[config.mk]
export PLATFORM = sky130hd
export DESIGN_NAME = id_inst_queue
export DESIGN_NICKNAME = d
export VERILOG_FILES = /design/src/rtl/id_inst_queue.sv
export SDC_FILE = /design/constraint.sdc
export NUM_CORES = 1
export LEC_CHECK = 0
export CAP_MARGIN = 20
export CELL_PAD_IN_SITES_DETAIL_PLACEMENT = 0
export CELL_PAD_IN_SITES_GLOBAL_PLACEMENT = 1
export CORE_AREA = 2 2 167 136
export DETAILED_ROUTE_END_ITERATION = 12
export DIE_AREA = 0 0 169 138
export MAX_ROUTING_LAYER = met4
export PLACE_DENSITY_LB_ADDON = 0.3
export SLEW_MARGIN = 15
export SYNTH_ARGS = -nofsm -noshare
export SYNTH_HDL_FRONTEND = slang
export SYNTH_SLANG_ARGS = --single-unit
[constraint.sdc]
create_clock -name clk_i -period 6.7 [get_ports clk_i]
set_clock_uncertainty 0.15 [all_clocks]
set_input_delay 1.34 -clock clk_i [delete_from_list [all_inputs] [get_ports clk_i]]
set_output_delay 1.34 -clock clk_i [all_outputs]
set_load 0.02 [all_outputs]
[src/rtl/id_inst_queue.sv]
// DEPTH-entry {pc, inst} FIFO between IF and the ID decoder, flushed on a taken branch.
// Optional zero-latency bypass on an empty queue when ID_IQ_BYPASS_EN is defined.
module id_inst_queue #(
  parameter int DEPTH  = 4,
  parameter int PC_W   = 32,
  parameter int INST_W = 32,
  localparam int CNT_W = $clog2(DEPTH) + 1
) (
  input  logic              clk_i,
  input  logic              rst_ni,
  input  logic              flush_i,
  input  logic              in_valid_i,
  output logic              in_ready_o,
  input  logic [PC_W-1:0]   in_pc_i,
  input  logic [INST_W-1:0] in_inst_i,
  output logic              out_valid_o,
  input  logic              out_ready_i,
  output logic [PC_W-1:0]   out_pc_o,
  output logic [INST_W-1:0] out_inst_o,
  output logic [CNT_W-1:0]  count_o
);
  localparam int IDX_W = CNT_W - 1;

  typedef struct packed {
    logic [PC_W-1:0]   pc;
    logic [INST_W-1:0] inst;
  } entry_t;

  entry_t            mem_q [DEPTH];
  logic [CNT_W-1:0]  wr_q, wr_d, rd_q, rd_d;
  logic              empty, full, byp_vld;
  logic              push, pop, wr_en, rd_en;
  entry_t            in_ent, head;

  // MSB of each pointer is a wrap bit; equal low bits with differing MSBs means full.
  assign empty = (wr_q == rd_q);
  assign full  = (wr_q[IDX_W-1:0] == rd_q[IDX_W-1:0]) && (wr_q[CNT_W-1] != rd_q[CNT_W-1]);

`ifdef ID_IQ_BYPASS_EN
  assign byp_vld = empty & in_valid_i;
`else
  assign byp_vld = 1'b0;
`endif

  assign in_ent      = '{pc: in_pc_i, inst: in_inst_i};
  assign head        = empty ? in_ent : mem_q[rd_q[IDX_W-1:0]];
  assign in_ready_o  = ~full;
  assign out_valid_o = (~empty | byp_vld) & ~flush_i;
  assign out_pc_o    = out_valid_o ? head.pc   : '0;
  assign out_inst_o  = out_valid_o ? head.inst : '0;
  assign count_o     = wr_q - rd_q;

  assign push  = in_valid_i & in_ready_o & ~flush_i;
  assign pop   = out_valid_o & out_ready_i;
  // A pop on an empty queue can only be a bypassed entry: it is consumed, never stored.
  assign wr_en = push & ~(empty & pop);
  assign rd_en = pop & ~empty;

  always_comb begin
    wr_d = wr_q;
    rd_d = rd_q;
    if (flush_i) begin
      rd_d = wr_q;
    end else begin
      if (wr_en) wr_d = wr_q + CNT_W'(1);
      if (rd_en) rd_d = rd_q + CNT_W'(1);
    end
  end

  always_ff @(posedge clk_i or negedge rst_ni) begin
    if (!rst_ni) begin
      wr_q <= '0;
      rd_q <= '0;
    end else begin
      wr_q <= wr_d;
      rd_q <= rd_d;
    end
  end

  always_ff @(posedge clk_i) begin
    if (wr_en) mem_q[wr_q[IDX_W-1:0]] <= in_ent;
  end
endmodule
==> summary.txt <==
Finish
  – Layout fillers: 1650
  – Area of the multi-input gates: 2250 sq um
  – Flip-flop and latch area: 7850 sq um
  – Share of cells above drive strength 1: 17.8%
  – Syn-to-layout area delta: 23.0%
  – N_diodes: 0
  – Final net count: 687
  – Post-Layout Cell Count: 910

Timing
  – Relative slew slack: 31.2%
  – RSZ-0062 raised after global routing: no
  – Setup tns final: 0 ps
  – Final min period: 5180 ps
  – Max-slew violation count: 0
  – Slew @ Worst Pin: 1030 ps
  – Fmax: 193 MHz
  – Final setup viols: 0
  – Hold Fails Final Rpt: 0
  – Final Cycle Share: 77.3%

Synth
  – Ys flop type: edfxtp_1
  – Flops & latches, synth: 262
  – Top cell type by total area after synthesis: edfxtp_1
  – Sequential fraction of the synthesis area: 76.2%
  – Syn. warnings: 0
  – Top post-synthesis cells by area: edfxtp_1 75%, mux4_2 14%, nor2b_1 3.7%
  – Yosys cell types: 36
  – Most frequent cells after synthesis: 256 x edfxtp_1, 64 x mux4_2, 61 x nor2b_1, 9 x buf_2, 8 x inv_1
  – Post-synth EDFFs: 256
  – Post-Syn Instances: 463
  – Count leader, synth: edfxtp_1
  – Share of flip-flops with an asynchronous set or reset: 2.29%
  – Post-synthesis average cell area: 22.2 sq um
  – Synth top area share: 74.7%
  – Post-Syn Area: 10300 sq um
  – Syn_nets: 540

Critical path
  – Critical path origin: flush_i
  – Crit-path max cell delay: 660 ps
  – Most Frequent Cell on Critical Path: clkdlybuf4s50_1
  – Reg2reg start: rd_q[0]
  – Worst EP required: 5210 ps
  – Critical-path cell list: clkdlybuf4s50_1 > o21bai_4 > buf_4 > nor2b_1 > clkdlybuf4s50_1
  – CP Class: in -> out
  – Buffers and inverters on the worst path: 3
  – Crit. End Element: output port
  – Worst EP arrival: 3690 ps
  – Crit-path max FO: 24
  – Startpoint Class: primary input
  – Reg-to-reg endpoint: mem_q[0][25]
  – CP max-delay cell: clkdlybuf4s50_1
  – Critical path's top delay family: buffers and inverters
  – Reg-to-reg slack, setup: 3560 ps
  – R2R cell count: 3

CTS
  – Clock root cell: clkbuf_16
  – Clock tree buffer depth: 3
  – Reg clk slew, reported paths: 60 ps
  – Num CTS Buffers: 26
  – CTS tree: done
  – Post-CTS Resized: 0
  – Clock latency on the worst-skew pair: 500 ps
  – CTS Hold Buffers Added: 0
  – Clk sinks: 262
  – Post-CTS Setup Bufs: 0
  – H-tree depth: 1

Global routing
  – Vias in the first global route: 5292
  – Pin count of the biggest net entering global routing: 68
  – Gr usage total: 16.9%
  – Total grt overflow: 0
  – Global-route wire length before repair: 29.3 mm
  – Initial antenna violation count: 0

Worst hold path
  – Hold endpoint: wr_q[2]
  – Hold Crit Depth: 1
  – Hold path startpoint: wr_q[2]
  – Worst hold-check path type: reg -> reg

Power and ir drop
  – Switch share: 30.3%
  – Pwr/cell area: 424 nW/um^2
  – Sequential share of power: 39.6%
  – P_int: 3.74 mW
  – Clock power share: 24.0%
  – Worst vdd ir: 0.208 mV
  – Net load switching power: 1.63 mW
  – Leakage: 4.06 nW
  – Comb pwr share: 36.4%

Routing
  – DRC Markers: 0
  – Antenna Violating Nets Remaining: 0
  – Detailed Routing Iterations Pass 1: 4
  – Via/cell ratio: 5.38
  – DRT iter0 DRCs: 406
  – DR WL/cell: 20.7 microns
  – Via count: 4899
  – Routed WL: 18.8 mm

Floorplanning
  – I/O Pins: 138
  – Num rows: 49
  – Core ar.: 21900 sq um
  – Die Width: 169 microns
  – Die Y: 138 microns
  – Die ar.: 23300 sq um
  – Starting Density: 46.9%

Place
  – Hpwl dp: 10.7 mm
  – Placer Congestion: 0.732
  – Port-buffer cells: 137
  – Placed cells: 862

Status
  – Outcome: finished, final reports clean

Job
  – # Max-Cap Violations: 0
## worst max path at each step
stage | end | slack (ps) | cells past startpoint
finish | out_pc_o[8] | 1520 | 5
CTS | out_pc_o[8] | 1390 | 6
detailed placement | out_pc_o[8] | 1520 | 5
global route | out_pc_o[8] | 1220 | 6
global placement | out_pc_o[8] | 1520 | 5
floorplan | mem_q[3][0] | 1000 | 3
## cell families (layout without fill, tap and decap cells)
logic type	Yosys count	count (layout)	share of synthesized area (%)
flops	262	262	76.2
simple gates	82	82	5.10
mux	65	65	14.2
buf+inv	32	199	2.20
compound gates	10	10	0.973
fa+ha+maj	8	8	1.05
xor+xnor	4	4	0.341
## registers in the layout, indices dropped and copies added (netlist names)
signal,flops
mem_q,256
rd_q,3
wr_q,3
## per-stage QoR
| stage | utilization [%] | total power, mW | hold WS (ps) | setup slack, ps | area, sq um |
|---|---|---|---|---|---|
| finish | 57.6 | 5.36 | 375 | 1520 | 12700 |
| global route | 57.6 | 5.62 | 402 | 1220 | 12700 |
| CTS | 57.6 | 5.45 | 375 | 1390 | 12700 |
| detailed placement | 54.2 | 4.15 | 363 | 1520 | 11900 |
| global placement | 54.2 | 4.13 | 343 | 1520 | 11900 |
| floorplan | - | 3.45 | 331 | 996 | 10300 |
## power by group through the flow
| stage | logic [mW] | clock network, mW | registers [mW] |
|---|---|---|---|
| finish | 1.95 | 1.29 | 2.12 |
| global placement | 1.98 | 0 | 2.15 |
| global route | 2.09 | 1.39 | 2.15 |
| CTS | 2.00 | 1.32 | 2.13 |
| floorplan | 1.35 | 0 | 2.11 |
| detailed placement | 1.99 | 0 | 2.17 |
## layer usage
metal / GRT usage (%) / vias to the layer above / wire length [microns]
met3: 3.75 / 30 / 1150
met5: - / - / 0
met4: 3.73 / 0 / 341
met2: 27.3 / 153 / 9070
met1: 22.5 / 2549 / 8240
li1: - / 2167 / -
## cell type report
| type | count | area share, % |
|---|---|---|
| flip-flops and latches | 262 | 62.0 |
| multi-input cells | 169 | 17.8 |
| repair buffers | 143 | 11.2 |
| clock buffers | 42 | 5.79 |
| well taps | 280 | 2.77 |
| inverters | 8 | 0.237 |
| clock inverters | 6 | 0.198 |
## placed cells by master (no fill, tap or decap), drive strengths merged, types with 2 or more instances in the layout
master         instances
and2                   3
buf                    6
clkbuf                42
clkdlybuf4s50        137
clkinv                 6
dfrtp                  6
edfxtp               256
ha                     7
inv                    8
mux4                  64
nand2                  3
nand3                  3
nor2                   2
nor2b                 64
o211ai                 2
xor2                   3
Power figures use the tool's default switching activity.
